File: src/rtl/conv_1x1_weight_streamer_02.sv
// -----------------------------------------------------------------------------
// conv_1x1_weight_streamer_02
//
// Transmit side of the conv 1x1 weight interface. A host/DMA write stream
// fills a local register file with one filter's weight set. Each start pulse
// then streams the stored set, mem[0] first, on valid_weight_out/weight_out
// with a registered valid/ready handshake toward the conv 1x1 top. The set is
// kept after streaming, so it can be replayed any number of times without a
// reload; only clear (or reset) discards it.
//
// Parameters
//   DATA_WIDTH    width of one weight word
//   WEIGHT_NUM    weights per set
//   POINTER_WIDTH pointer width; 2**POINTER_WIDTH must exceed WEIGHT_NUM so
//                 the read pointer can reach WEIGHT_NUM itself
//
// Ports
//   clk              rising-edge clock
//   reset            asynchronous active-low reset
//   clear            synchronous flush back to IDLE, discards the set
//   wr_valid         write-stream qualifier
//   wr_data          weight word, written sequentially
//   start            one-cycle request to stream the stored set once
//   ready_in         downstream accepts weight_out this cycle
//   weight_out       streamed weight (registered)
//   valid_weight_out weight_out is valid (registered)
//   loaded           full set stored (READY and STREAM)
//   busy             streaming in progress (STREAM)
//   done             one-cycle pulse after the last word is accepted
// -----------------------------------------------------------------------------
module conv_1x1_weight_streamer_02 #(
  parameter int DATA_WIDTH    = 32,
  parameter int WEIGHT_NUM    = 128,
  parameter int POINTER_WIDTH = 8
) (
  input  logic                  clk,
  input  logic                  reset,
  input  logic                  clear,
  input  logic                  wr_valid,
  input  logic [DATA_WIDTH-1:0] wr_data,
  input  logic                  start,
  input  logic                  ready_in,
  output logic [DATA_WIDTH-1:0] weight_out,
  output logic                  valid_weight_out,
  output logic                  loaded,
  output logic                  busy,
  output logic                  done
);

  // Register-file address width; the depth is rounded up to a power of two so
  // the address slice always matches the array bounds exactly.
  localparam int ADDR_W    = (WEIGHT_NUM > 1) ? $clog2(WEIGHT_NUM) : 1;
  localparam int MEM_DEPTH = 1 << ADDR_W;

  localparam logic [POINTER_WIDTH-1:0] PTR_ONE  = POINTER_WIDTH'(1);
  localparam logic [POINTER_WIDTH-1:0] PTR_NUM  = POINTER_WIDTH'(WEIGHT_NUM);
  localparam logic [POINTER_WIDTH-1:0] PTR_LAST = POINTER_WIDTH'(WEIGHT_NUM - 1);

  localparam logic [1:0] S_IDLE   = 2'd0;
  localparam logic [1:0] S_LOAD   = 2'd1;
  localparam logic [1:0] S_READY  = 2'd2;
  localparam logic [1:0] S_STREAM = 2'd3;

  logic [1:0]               state_q,  state_d;
  logic [POINTER_WIDTH-1:0] wr_ptr_q, wr_ptr_d;
  logic [POINTER_WIDTH-1:0] rd_ptr_q, rd_ptr_d;
  logic [DATA_WIDTH-1:0]    weight_q, weight_d;
  logic                     valid_q,  valid_d;
  logic                     loaded_q, loaded_d;
  logic                     busy_q,   busy_d;
  logic                     done_q,   done_d;

  logic [DATA_WIDTH-1:0]    mem_q [MEM_DEPTH];
  logic                     mem_we;
  logic [DATA_WIDTH-1:0]    mem_rd_data;

  assign mem_rd_data = mem_q[rd_ptr_q[ADDR_W-1:0]];

  always_comb begin
    state_d  = state_q;
    wr_ptr_d = wr_ptr_q;
    rd_ptr_d = rd_ptr_q;
    weight_d = weight_q;
    valid_d  = valid_q;
    loaded_d = loaded_q;
    busy_d   = busy_q;
    done_d   = 1'b0;
    mem_we   = 1'b0;

    if (clear) begin
      // Flush wins over every other input; weight_out is left as is.
      state_d  = S_IDLE;
      wr_ptr_d = '0;
      rd_ptr_d = '0;
      valid_d  = 1'b0;
      loaded_d = 1'b0;
      busy_d   = 1'b0;
    end else begin
      case (state_q)
        // IDLE always holds wr_ptr=0, so it shares the LOAD write path. A
        // one-word set completes on the very first write.
        S_IDLE, S_LOAD: begin
          if (wr_valid) begin
            mem_we   = 1'b1;
            wr_ptr_d = wr_ptr_q + PTR_ONE;
            if (wr_ptr_q == PTR_LAST) begin
              state_d  = S_READY;
              loaded_d = 1'b1;
            end else begin
              state_d  = S_LOAD;
            end
          end
        end

        // Writes are ignored here so a stored set can never be corrupted.
        S_READY: begin
          if (start) begin
            rd_ptr_d = '0;
            state_d  = S_STREAM;
            busy_d   = 1'b1;
          end
        end

        // The output register advances when it is empty or being accepted.
        // Once every word has been handed over, the next advance closes the
        // stream instead of loading a word.
        S_STREAM: begin
          if (!valid_q || ready_in) begin
            if (rd_ptr_q < PTR_NUM) begin
              weight_d = mem_rd_data;
              valid_d  = 1'b1;
              rd_ptr_d = rd_ptr_q + PTR_ONE;
            end else begin
              valid_d  = 1'b0;
              done_d   = 1'b1;
              state_d  = S_READY;
              busy_d   = 1'b0;
            end
          end
        end

        default: begin
          state_d = S_IDLE;
        end
      endcase
    end
  end

  always_ff @(posedge clk or negedge reset) begin
    if (!reset) begin
      state_q  <= S_IDLE;
      wr_ptr_q <= '0;
      rd_ptr_q <= '0;
      weight_q <= '0;
      valid_q  <= 1'b0;
      loaded_q <= 1'b0;
      busy_q   <= 1'b0;
      done_q   <= 1'b0;
    end else begin
      state_q  <= state_d;
      wr_ptr_q <= wr_ptr_d;
      rd_ptr_q <= rd_ptr_d;
      weight_q <= weight_d;
      valid_q  <= valid_d;
      loaded_q <= loaded_d;
      busy_q   <= busy_d;
      done_q   <= done_d;
    end
  end

  // Register file has no reset; its contents are only read after a full load.
  always_ff @(posedge clk) begin
    if (mem_we) begin
      mem_q[wr_ptr_q[ADDR_W-1:0]] <= wr_data;
    end
  end

  assign weight_out       = weight_q;
  assign valid_weight_out = valid_q;
  assign loaded           = loaded_q;
  assign busy             = busy_q;
  assign done             = done_q;

endmodule
File: config.mk
export PLATFORM = sky130hd
export DESIGN_NAME = conv_1x1_weight_streamer_02
export DESIGN_NICKNAME = d
export VERILOG_FILES = /design/src/rtl/conv_1x1_weight_streamer_02.sv
export SDC_FILE = /design/constraint.sdc
export NUM_CORES = 2
export LEC_CHECK = 0
export CORE_MARGIN = 3
export CORE_UTILIZATION = 40
export CTS_BUF_LIST = sky130_fd_sc_hd__clkbuf_16
export CTS_CLUSTER_DIAMETER = 150
export CTS_CLUSTER_SIZE = 25
export DETAILED_ROUTE_END_ITERATION = 8
export PLACE_DENSITY_LB_ADDON = 0.05
export RECOVER_POWER = 50
export REMOVE_ABC_BUFFERS = 1
export SETUP_SLACK_MARGIN = 0.15
export SLEW_MARGIN = 20
export SYNTH_ARGS = -nofsm -noshare
export SYNTH_HDL_FRONTEND = slang
export SYNTH_SLANG_ARGS = --single-unit
File: constraint.sdc
create_clock -name clk -period 5.1 [get_ports clk]
set_clock_uncertainty 0.05 [all_clocks]
set_input_delay 1.02 -clock clk [delete_from_list [all_inputs] [get_ports clk]]
set_output_delay 1.02 -clock clk [all_outputs]
set_load 0.01 [all_outputs]
# [Word level (Yosys, flattened, before mapping)]
# Memories as Yosys holds them, arrays and structs flattened. A register that Yosys moved wholly into a read port is not among the register bits.
# Index checks and enable logic that the tools add are counted.
[word_totals] register_bits=22 mem_bits_rw=4096 input_bits=38 output_inout_bits=36 word_cells=76 mem_count=1
[mem_list] memory="mem_q" depth=128 word_bits=32 read_ports=1 rd_clocked_by_memory_dff=1 write_ports=1 line_no="73" source="logic [DATA_WIDTH-1:0] mem_q [MEM_DEPTH];"
[op_classes] n_addsub=2 n_lt_le_gt_ge=1 n_eq_ne=9 muxes=37 bitwise_logic=1 reduce_logical=18
[op_table] operator="$mux W8" n=7
[op_table] operator="$mux W1" n=21
[op_table] operator="$add A8 B1 Y8 const B" n=2
[op_table] operator="$pmux W8 S2" n=1
[op_table] operator="$reduce_and A4 Y1" n=4
[op_table] operator="$ne A3 B3 Y1 const B" n=5
[op_table] operator="$mux W2" n=6
[op_table] operator="$reduce_bool A2 Y1" n=5
[op_table] operator="$eq A8 B7 Y1 const B" n=1
[op_table] operator="$lt A8 B8 Y1 const B" n=1
[op_table] operator="$pmux W2 S3" n=1
[op_table] operator="$eq A2 B2 Y1 const B" n=2
[op_table] operator="$reduce_and A2 Y1" n=2
[op_table] operator="$reduce_and A3 Y1" n=1
[op_table] operator="$reduce_bool A3 Y1" n=1
[op_table] operator="$eq A2 B1 Y1 const B" n=1
[op_table] operator="$logic_not A1 Y1" n=2
[op_table] operator="$logic_not A2 Y1" n=1
[op_table] operator="$pmux W1 S2" n=1
[op_table] operator="$reduce_or A2 Y1" n=1
[op_table] operator="$logic_or A1 B1 Y1" n=1
[op_table] operator="$not A1 Y1" n=1

# [Longest topological paths before layout]
[depth] depth_word=6 mapped_depth=12 ltp_nobuf=7

# [Worst setup path before layout]
# OpenSTA, ideal clock, no wires.
[synth_timing] path_kind="input -> register" startpoint="input port clear" endpoint="memory mem_q[80][0], enable pin" setup_ns=0.503 arrival_ns=4.770 required_ns=4.547 setup_slack_ns=-0.222 path_stages=4 path_buffers=1 cell_sequence="clkbuf_1 > nor2_1 > nand4_1 > nor4_1"
[synth_between] elab_chain_len=3
[synth_lines] item="start, declared" line_no="38" source="input logic clear,"
[synth_lines] item="$mux W1" line_no="90" source="if (clear) begin"
[synth_lines] item="$mux W1" line_no="173" source="if (mem_we) begin"
[synth_lines] item="$mux W1 (not written as such)" line_no="174" source="mem_q[wr_ptr_q[ADDR_W-1:0]] <= wr_data;"
[synth_lines] item="end, declared" line_no="73"
# Every way passes these cells.

# [Worst setup path in the final report]
[layout_timing] startpoint="input port wr_data[9]" endpoint="memory mem_q[5][9], data pin"
[layout_rtl] item="start, declared" line_no="40" source="input logic [DATA_WIDTH-1:0] wr_data,"
# Straight into the memory's write port.

==> results.py <==
metrics = {
    "yosys": {
        "ys_ff_latch": 4150,
        "synth_edf_count": 4096,
        "synthXorXnorAreaFrac_pct": 0.03819,
        "synth_most_common_cell": "edfxtp_1",
        "yosys.area.top_type": "edfxtp_1",
        "synthArstFlopShare_pct": 1.301,
        "synth_area_leaders": "edfxtp_1, mux4_2, mux2i_1",
        "synth_top_area_share_pct": 76.63,
        "synth_top_family_by_area": "multiplexers",
        "synthAdderAreaFrac_pct": 0.01559,
        "synth_cells": 8039,
        "synth_commonest_cells": "edfxtp_1, mux2i_1, mux4_2",
        "yosysUniqueCellTypes": 54,
        "yosys_warnings": 0,
        "syn_area_um2": 160500,
        "yosysSeqAreaShare_pct": 77.47,
        "synth_compound_area_share_pct": 4.501,
        "syn_avg_cell_area_um2": 19.97,
        "yosys.area_share.simple_pct": 1.942,
        "ys.flop_type": "edfxtp_1",
        "synthMuxAreaShare_pct": 14.40,
    },
    "clock_network": {
        "cts_root_buffer": "clkbuf_16",
        "cts_resized": 0,
        "cts_buffers": 188,
        "clkTransAtPathRegs_ns": 0.10,
        "cts_sinks": 4150,
        "cts_tree": "yes",
        "cts.path.max_buffers": 4,
        "htree_levels": 4,
        "postCtsSetupBuffers": 0,
        "hold_buffers": 0,
        "insertion_delay_ns": 0.95,
    },
    "setup_path": {
        "cp-start-kind": "input pin",
        "slowest_delay_ns": 3.08,
        "cp.arrival_ns": 5.38,
        "critPathTopFamily": "buffers and inverters",
        "r2r_slack_ns": 0.32,
        "worst_path_max_delay_cell": "clkdlybuf4s25_1",
        "rr_worst_depth": 6,
        "path_class": "in2reg",
        "path_max_fanout": 68,
        "r2r-end": "weight_out[5]",
        "cp.required_ns": 5.68,
        "crit_chain": "clkdlybuf4s25_1 -> clkbuf_2",
        "end_kind": "flop",
        "rr_startpoint": "rd_ptr_q[0]",
        "worst-path-buf-inv": 2,
    },
    "timing": {
        "setup_tns_ns": 0,
        "drv_slew": 2646,
        "finalSetupViolations": 0,
        "worst_slew_pin_slew_ns": 4.823,
        "rsz0062_at_grt": "no",
        "whs_ns": 0.1729,
        "max_freq_mhz": 208.2,
        "post-route-period-util_pct": 94.18,
        "maxSlewHeadroom_pct": -221.5,
        "layout_min_cycle_time_ns": 4.803,
        "finalHoldViolations": 0,
        "layout_setup_ws_ns": 0.2969,
    },
    "final_layout": {
        "final_cells": 13630,
        "utilization_pct": 43.95,
        "multiInputGateArea_um2": 34720,
        "n_fill_cell": 34410,
        "area_delta_synth_final_pct": 9.356,
        "drive_gt1_share_pct": 19.99,
        "nNetsFinal": 8319,
        "final-seq-area_um2": 124400,
    },
    "drt": {
        "drt_iter0_drc": 10060,
        "postRouteAntennaNets": 0,
        "route.detailed.drc": 0,
        "viasPerCell": 5.984,
        "wire_per_inst_um": 37.34,
        "routed_wl_um": 509000,
        "vias": 81570,
        "firstDrtPassIters": 7,
    },
    "placed_design": {
        "pre_cts_slack_ns": 0.4347,
        "dp_hpwl_um": 309900,
        "port_buffers": 73,
        "dp.cells": 13350,
        "gp_congestion": 0.9255,
    },
    "status": {
        "violations": "max-capacitance violations, max-slew violations",
        "status": "finished with violations",
    },
    "floorplanning": {
        "die_w_um": 639.5,
        "initial_utilization_pct": 40.19,
        "rows": 232,
        "die_area_um2": 408900,
        "ios": 74,
        "core_um2": 399400,
        "die_h_um": 639.5,
    },
    "grt": {
        "grt_usage_pct": 24.53,
        "met1_usage_pct": 36.31,
        "grt_overflow_total": 0,
        "grt_most_used_layer": "met2",
        "grt_pass1_wl_um": 692400,
        "grtUsageMet2_pct": 38.67,
        "grt_pass1_vias": 79170,
        "antenna_found_initial": 58,
        "grt_max_degree": 129,
        "grt.met3_usage_pct": 2.813,
    },
    "power_and_ir_drop": {
        "cellLeakagePower_nw": 50.51,
        "peakVddDrop_mv": 0.3571,
        "powerDensity_nw_per_um2": 318.6,
    },
    "flow_run": {
        "cap_viol_max_count": 40,
    },
    "hold_path": {
        "hold_class": "in2async",
    },
}
metal layers:
layer	wire length (um)	vias up
met4	15770	8
met1	221300	44760
met2	238100	2942
met5	62	-
met3	33690	443
li1	-	33420
registers in the layout, summed over array words and instances, names as in the netlist:
| signal | count |
|---|---|
| wr_ptr_q | 8 |
| weight_out | 32 |
| mem_q | 4096 |
| busy | 1 |
| valid_weight_out | 1 |
| loaded | 1 |
| done | 1 |
| state_q | 2 |
| rd_ptr_q | 8 |
logic make-up (layout without fill, tap and decap cells):
kind of cell             count (synthesis)  count (layout)
buffers and inverters                  505             797
AND/OR/NAND/NOR                        722             722
adder cells (fa/ha/maj)                  2               2
other                                    0              35
multiplexers                          1633            1633
AO/OA/AOI/OAI                         1020            1020
flip-flops                            4150            4150
XOR/XNOR                                 7               7
cell usage in the layout (no fill, tap or decap), types with 8 or more instances in the layout:
cell type,n
a21oi_1,103
clkbuf_1,25
nor3_1,66
nor2_1,148
clkdlybuf4s50_1,38
o31ai_2,8
nand3_1,10
a211oi_1,95
and2_1,64
o2111ai_1,64
o22ai_1,320
clkbuf_2,20
o211ai_1,32
o21ai_0,41
a221o_1,32
edfxtp_1,4096
dfrtp_1,49
clkbuf_16,192
mux2_2,288
nor2b_1,8
o31ai_1,58
o221ai_1,96
nor2_4,127
a31oi_1,33
diode_2,35
o41ai_1,27
nand2_1,249
mux4_2,512
o32ai_1,32
mux2i_1,832
buf_12,44
buf_4,412
a22oi_1,64
inv_1,46
power breakdown:
part | internal (mW) | total (mW) | leakage [nW] | switching [mW]
clock network | 6.85 | 17.4 | 2.65 | 10.6
logic | 0.0862 | 1.01 | 10.3 | 0.924
registers | 37.5 | 37.5 | 37.6 | 0.0122
area by class of cell:
type | instances | share of cell area [%]
multi-input cells | 3384 | 19.78
inverters | 4 | 0.01140
clock inverters | 50 | 0.1625
flip-flops and latches | 4150 | 70.85
repair buffers | 551 | 2.656
diodes | 35 | 0.04989
well taps | 5265 | 3.753
clock buffers | 192 | 2.737
per-stage QoR:
step	instance area (um2)	total power, mW
final	175500	55.93
after global routing	175500	57.59
after CTS	175800	56.46
after detailed placement	170700	39.30
after global placement	170600	39.26
after floorplan	157900	38.29
worst max path at each step:
stage | slack, ns | to | startpoint | cells after the start
floorplan | -41.74 | weight_out[29] | rd_ptr_q[0] | 6
global placement | 0.43 | weight_out[17] | rd_ptr_q[0] | 6
detailed placement | 0.43 | weight_out[10] | rd_ptr_q[0] | 7
CTS | 0.42 | weight_out[10] | rd_ptr_q[0] | 7
global route | 0.22 | mem_q[110][27] | wr_data[27] | 2
finish | 0.30 | mem_q[5][9] | wr_data[9] | 2
Power figures use the tool's default switching activity.
